[src/rtl/vga_pattern_ctrl_if.sv]
// Bundle between the line timing/key front end and the pattern sequencer.
// The master side drives line position and key pulses; the slave returns pattern state.
interface vga_pattern_ctrl_if;
  logic [9:0] pixel_ypos;
  logic       key_next;
  logic       key_mode;
  logic [2:0] pat_sel;
  logic       auto_en;
  logic       frame_end;

  modport master (
    output pixel_ypos, key_next, key_mode,
    input  pat_sel, auto_en, frame_end
  );

  modport slave (
    input  pixel_ypos, key_next, key_mode,
    output pat_sel, auto_en, frame_end
  );
endinterface

[src/rtl/vga_pattern_ctrl.sv]
// Test-pattern sequencer: picks the pattern for the pixel stage and only changes it
// at frame boundaries, driven by a next-pattern key or an automatic frame timer.
module vga_pattern_ctrl #(
  parameter logic [9:0]  V_DISP      = 10'd480,
  parameter int          NUM_PAT     = 8,
  parameter logic [11:0] AUTO_FRAMES = 12'd120,
  parameter logic [2:0]  INIT_PAT    = 3'd0
) (
  input  logic              vga_clk,
  input  logic              sys_rst_n,
  vga_pattern_ctrl_if.slave bus
);

  localparam logic [2:0]  LAST_PAT   = 3'(NUM_PAT - 1);
  localparam logic [9:0]  LAST_LINE  = V_DISP - 10'd1;
  localparam logic [11:0] LAST_FRAME = AUTO_FRAMES - 12'd1;

  typedef enum logic {MANUAL = 1'b0, AUTO = 1'b1} state_t;

  state_t      state;
  logic [9:0]  y_d;
  logic        pending;
  logic [11:0] frame_cnt;
  logic [2:0]  pat_sel;
  logic        auto_en;
  logic        frame_end;

  logic        fe_det;
  logic        req;
  logic        auto_expire;
  logic        advance;

  function automatic logic [2:0] next_pat(input logic [2:0] cur);
    return (cur == LAST_PAT) ? 3'd0 : cur + 3'd1;
  endfunction

  // A key arriving in the boundary cycle itself counts as pending for that boundary.
  assign fe_det      = (y_d == LAST_LINE) && (bus.pixel_ypos == 10'd0);
  assign req         = pending | bus.key_next;
  assign auto_expire = (frame_cnt == LAST_FRAME);
  assign advance     = fe_det && (req || ((state == AUTO) && auto_expire));

  always_ff @(posedge vga_clk or negedge sys_rst_n) begin
    if (!sys_rst_n) begin
      state     <= MANUAL;
      y_d       <= 10'd0;
      pending   <= 1'b0;
      frame_cnt <= 12'd0;
      pat_sel   <= INIT_PAT;
      auto_en   <= 1'b0;
      frame_end <= 1'b0;
    end else begin
      y_d       <= bus.pixel_ypos;
      frame_end <= fe_det;

      if (advance) begin
        pat_sel <= next_pat(pat_sel);
        pending <= 1'b0;
      end else if (bus.key_next) begin
        pending <= 1'b1;
      end

      // The boundary is judged on the pre-toggle state; a mode toggle then restarts the timer.
      if (bus.key_mode) begin
        state     <= (state == MANUAL) ? AUTO : MANUAL;
        auto_en   <= (state == MANUAL);
        frame_cnt <= 12'd0;
      end else begin
        case (state)
          MANUAL: frame_cnt <= 12'd0;
          AUTO: begin
            if (fe_det)
              frame_cnt <= advance ? 12'd0 : frame_cnt + 12'd1;
          end
          default: frame_cnt <= 12'd0;
        endcase
      end
    end
  end

  assign bus.pat_sel   = pat_sel;
  assign bus.auto_en   = auto_en;
  assign bus.frame_end = frame_end;

endmodule

[src/flat_wrapper.sv]
// flat-port wrapper written by rule: the top's interface ports become plain ports
module vga_pattern_ctrl_flat 
#(
  parameter logic [9:0]  V_DISP      = 10'd480,
  parameter int          NUM_PAT     = 8,
  parameter logic [11:0] AUTO_FRAMES = 12'd120,
  parameter logic [2:0]  INIT_PAT    = 3'd0
)
  (vga_clk, sys_rst_n, bus_pixel_ypos, bus_key_next, bus_key_mode, bus_pat_sel, bus_auto_en, bus_frame_end);
  vga_pattern_ctrl_if bus_i ();
  input  logic vga_clk;
  input  logic sys_rst_n;
  input wire logic [$bits(bus_i.pixel_ypos)-1:0] bus_pixel_ypos;
  input wire logic [$bits(bus_i.key_next)-1:0] bus_key_next;
  input wire logic [$bits(bus_i.key_mode)-1:0] bus_key_mode;
  output wire logic [$bits(bus_i.pat_sel)-1:0] bus_pat_sel;
  output wire logic [$bits(bus_i.auto_en)-1:0] bus_auto_en;
  output wire logic [$bits(bus_i.frame_end)-1:0] bus_frame_end;
  assign bus_i.pixel_ypos = bus_pixel_ypos;
  assign bus_i.key_next = bus_key_next;
  assign bus_i.key_mode = bus_key_mode;
  assign bus_pat_sel = bus_i.pat_sel;
  assign bus_auto_en = bus_i.auto_en;
  assign bus_frame_end = bus_i.frame_end;
  vga_pattern_ctrl #(.V_DISP(V_DISP), .NUM_PAT(NUM_PAT), .AUTO_FRAMES(AUTO_FRAMES), .INIT_PAT(INIT_PAT)) u_core (.vga_clk(vga_clk), .sys_rst_n(sys_rst_n), .bus(bus_i));
endmodule
[config.mk]
export PLATFORM = sky130hd
export DESIGN_NAME = vga_pattern_ctrl_flat
export DESIGN_NICKNAME = d
export VERILOG_FILES = /design/src/rtl/vga_pattern_ctrl_if.sv /design/src/rtl/vga_pattern_ctrl.sv /design/src/flat_wrapper.sv
export SDC_FILE = /design/constraint.sdc
export NUM_CORES = 1
export LEC_CHECK = 0
export ABC_AREA = 0
export BUFFER_PORTS_ARGS = -buffer_cell sky130_fd_sc_hd__buf_2
export CAP_MARGIN = 20
export CORE_MARGIN = 1
export CORE_UTILIZATION = 45
export DETAILED_ROUTE_END_ITERATION = 12
export GPL_TIMING_DRIVEN = 0
export PLACE_DENSITY = 0.68
export SETUP_SLACK_MARGIN = 0.5
export SLEW_MARGIN = 20
export SYNTH_ARGS = -nofsm -noshare
export SYNTH_HDL_FRONTEND = slang
export SYNTH_SLANG_ARGS = --single-unit
[constraint.sdc]
create_clock -name vga_clk -period 3.3 [get_ports vga_clk]
set_input_delay 0.165 -clock vga_clk [delete_from_list [all_inputs] [get_ports vga_clk]]
set_output_delay 0.165 -clock vga_clk [all_outputs]
set_load 0.005 [all_outputs]
==> out/qor.txt <==
status - finished, final reports clean
fmax - 447 MHz
Pleak - 0.674 nW
Placement Cell Area - 0.00150 mm²
Hold WS - 0.0365 ns
vias in the first global route - 1213
syn_area_per_cell - 10.8 µm²
Reg2Reg Launch Point - u_core.frame_cnt[3]
Netlist cell types - 41
hpwl dp - 2.13 mm
fin worst setup slack - 1.06 ns
Post-synth EDFFs - 0
FF-to-FF End - u_core.bus.pat_sel[0]
Die Wd - 57.1 µm
finished layout cell area - 0.00166 mm²
post-synthesis async set-or-reset flop share - 1.00
crit end category - flop
Tot Pwr - 0.677 mW
Min-Delay Startpoint - bus_key_mode
met2 Usage GRT - 0.385
fillers - 232
ratio of cells with drive above 1 in the final layout - 0.213
GRT met1 Usage - 0.243
WHS Path Cells - 2
via count - 1191
Syn Inst Count - 127
RSZ-0062 raised after global routing - no
I/O pin cnt - 19
commonest cells after routing, fill and taps aside - dfrtp_1 (28), buf_2 (18), nand3_1 (11), dlygate4sd3_1 (11)
CTS tree - done
R2R depth - 4
CP Launch Type - flop
relative slew slack - 0.595
PortBufs - 18
most used routing layer - met2
PostCTS Resize Cnt - 0
Placed Cells - 176
Crit Path Category - flop to flop
n_diodes - 0
met3 usage - 0.0204
ANT nets after route - 0
DR WL/cell - 16.0 µm
NetSw - 0.162 mW
Setup Buffers After CTS - 0
crit share post-route - 0.678
FF/Latch Area - 701 µm²
GR Overflow Total - 0
Num CTS Buffers - 3
combinational share of power - 0.123
Max Buffers Root-to-Sink - 2
1st-iter DRT viols - 51
Clock Latency Late Sink - 0.34 ns
pre-CTS setup slack - 1.09 ns
first-pass GRT wire length - 5.16 mm
Finish-stage setup viols - 0
area delta synth->final - 21.3%
Pre-antenna DRT Iters - 4
Max VDD drop - 0.000263 V
Seq/Total Area, Yosys - 0.512
Worst Skew - 0.0139 ns
r2r setup slk - 1.06 ns
Die H - 57.1 µm
Num Clock Sinks - 28
die area - 0.00326 mm²
initial antenna violation count - 0
Mapped Nets - 144
Hold Crit Endpoint - u_core.state
Core ar. - 0.00283 mm²
CTS Hold Bufs - 11
Max Slew Vio Count - 0
CP arrival - 2.48 ns
clock power share - 0.335
Power Density - 408 mW/mm²
Tot GR Track Use - 0.208
Std-Cell Rows - 19
Seq pwr share - 0.542
final hold viol count - 0
Synth Flop Type - dfrtp_1
Yosys warnings - 0
CTS root buf - clkbuf_4
htree depth - 1
DRT Wirelength - 3.06 mm
final setup TNS - 0 ns
Yosys reg bits - 28
actual slew at the worst max-slew pin - 0.608 ns
MaxCap Viol Count - 0
largest net degree at the start of global routing - 29
final cell count without fillers - 191
drc violations - 0
GP Congestion - 0.845
Post-Syn Area - 0.00137 mm²
Clock transition at path regs - 0.16 ns
CP required - 3.55 ns
most common cell after layout, fill and taps aside - dfrtp_1
Net Sw Frac - 0.239
Initial Utilization - 0.483
drt via density - 6.24
fin crit period - 2.24 ns
Int Pwr - 0.515 mW
Worst Hold Class - input pin to flop
Final #Nets - 178
worst-path fanout max - 8
Layout Utilization - 0.586
area of the multi-input gates - 631 µm²
[worst max-delay path: stages, from the launching register on]
cell	delay, ns
dfrtp_1	0.49
or4b_1	0.56
o41a_4	0.53
nor3_4	0.20
mux2_2	0.36
[power by group through the flow]
stage | Clock (mW) | Combinational, mW | Sequential [mW]
floorplan | 0 | 0.0398 | 0.372
global placement | 0 | 0.0725 | 0.373
detailed placement | 0 | 0.0741 | 0.374
CTS | 0.229 | 0.0842 | 0.367
global route | 0.242 | 0.0928 | 0.369
finish | 0.227 | 0.0830 | 0.367
[layer usage]
| layer | up-vias | wire (µm) |
|---|---|---|
| met5 | - | 0 |
| met4 | 0 | 42 |
| met3 | 5 | 105 |
| met2 | 35 | 1650 |
| met1 | 591 | 1260 |
| li1 | 560 | - |
[cells by family (layout without fill, tap and decap cells)]
kind of cell | Yosys count | count (layout) | share of synthesized area
simple gates | 60 | 60 | 0.258
flops | 28 | 28 | 0.512
compound gates | 25 | 25 | 0.145
buf+inv | 7 | 40 | 0.0265
fa+ha+maj | 3 | 3 | 0.0275
mux | 3 | 3 | 0.0247
xor+xnor | 1 | 1 | 0.00641
[Yosys cell counts, drive strengths merged (3+ instances only)]
master  instances  area share
nor4            4       0.018
ha              3       0.027
clkbuf          4       0.018
or3             5       0.024
o22ai           3       0.014
a31oi           3       0.014
and3            3       0.015
dfrtp          28        0.51
a211oi          3       0.020
o211ai          6       0.033
nand2           9       0.025
nand3          11       0.040
mux2            3       0.025
o21ai           3       0.011
nand4           9       0.041
nor2            6       0.016
[worst max path at each step]
stage                   startpoint                     to  slack [ns]  cells past startpoint
2_1_floorplan  u_core.frame_cnt[3]  u_core.bus.pat_sel[0]        1.22                      4
3_3_place_gp   u_core.frame_cnt[3]  u_core.bus.pat_sel[1]        1.12                      4
3_5_place_dp   u_core.frame_cnt[3]  u_core.bus.pat_sel[0]        1.09                      4
4_1_cts        u_core.frame_cnt[3]  u_core.bus.pat_sel[0]        1.06                      4
5_1_grt        u_core.frame_cnt[3]  u_core.bus.pat_sel[2]        0.99                      4
6_report       u_core.frame_cnt[3]  u_core.bus.pat_sel[0]        1.06                      4
[registers in the layout, indices dropped and copies added, names as in the netlist]
name / cells
u_core.bus.frame_end: 1
u_core.bus.pat_sel: 3
u_core.frame_cnt: 12
u_core.pending: 1
u_core.state: 1
u_core.y_d: 10
[cell type report]
cell class              count  area share
flip-flops and latches     28       0.422
clock buffers               3      0.0136
repair buffers             29       0.121
well taps                  31      0.0234
multi-input cells          92       0.380
plain buffers               5      0.0173
inverters                   2     0.00452
clock inverters             1      0.0181
Note: power is estimated with default switching activity, not from simulation.
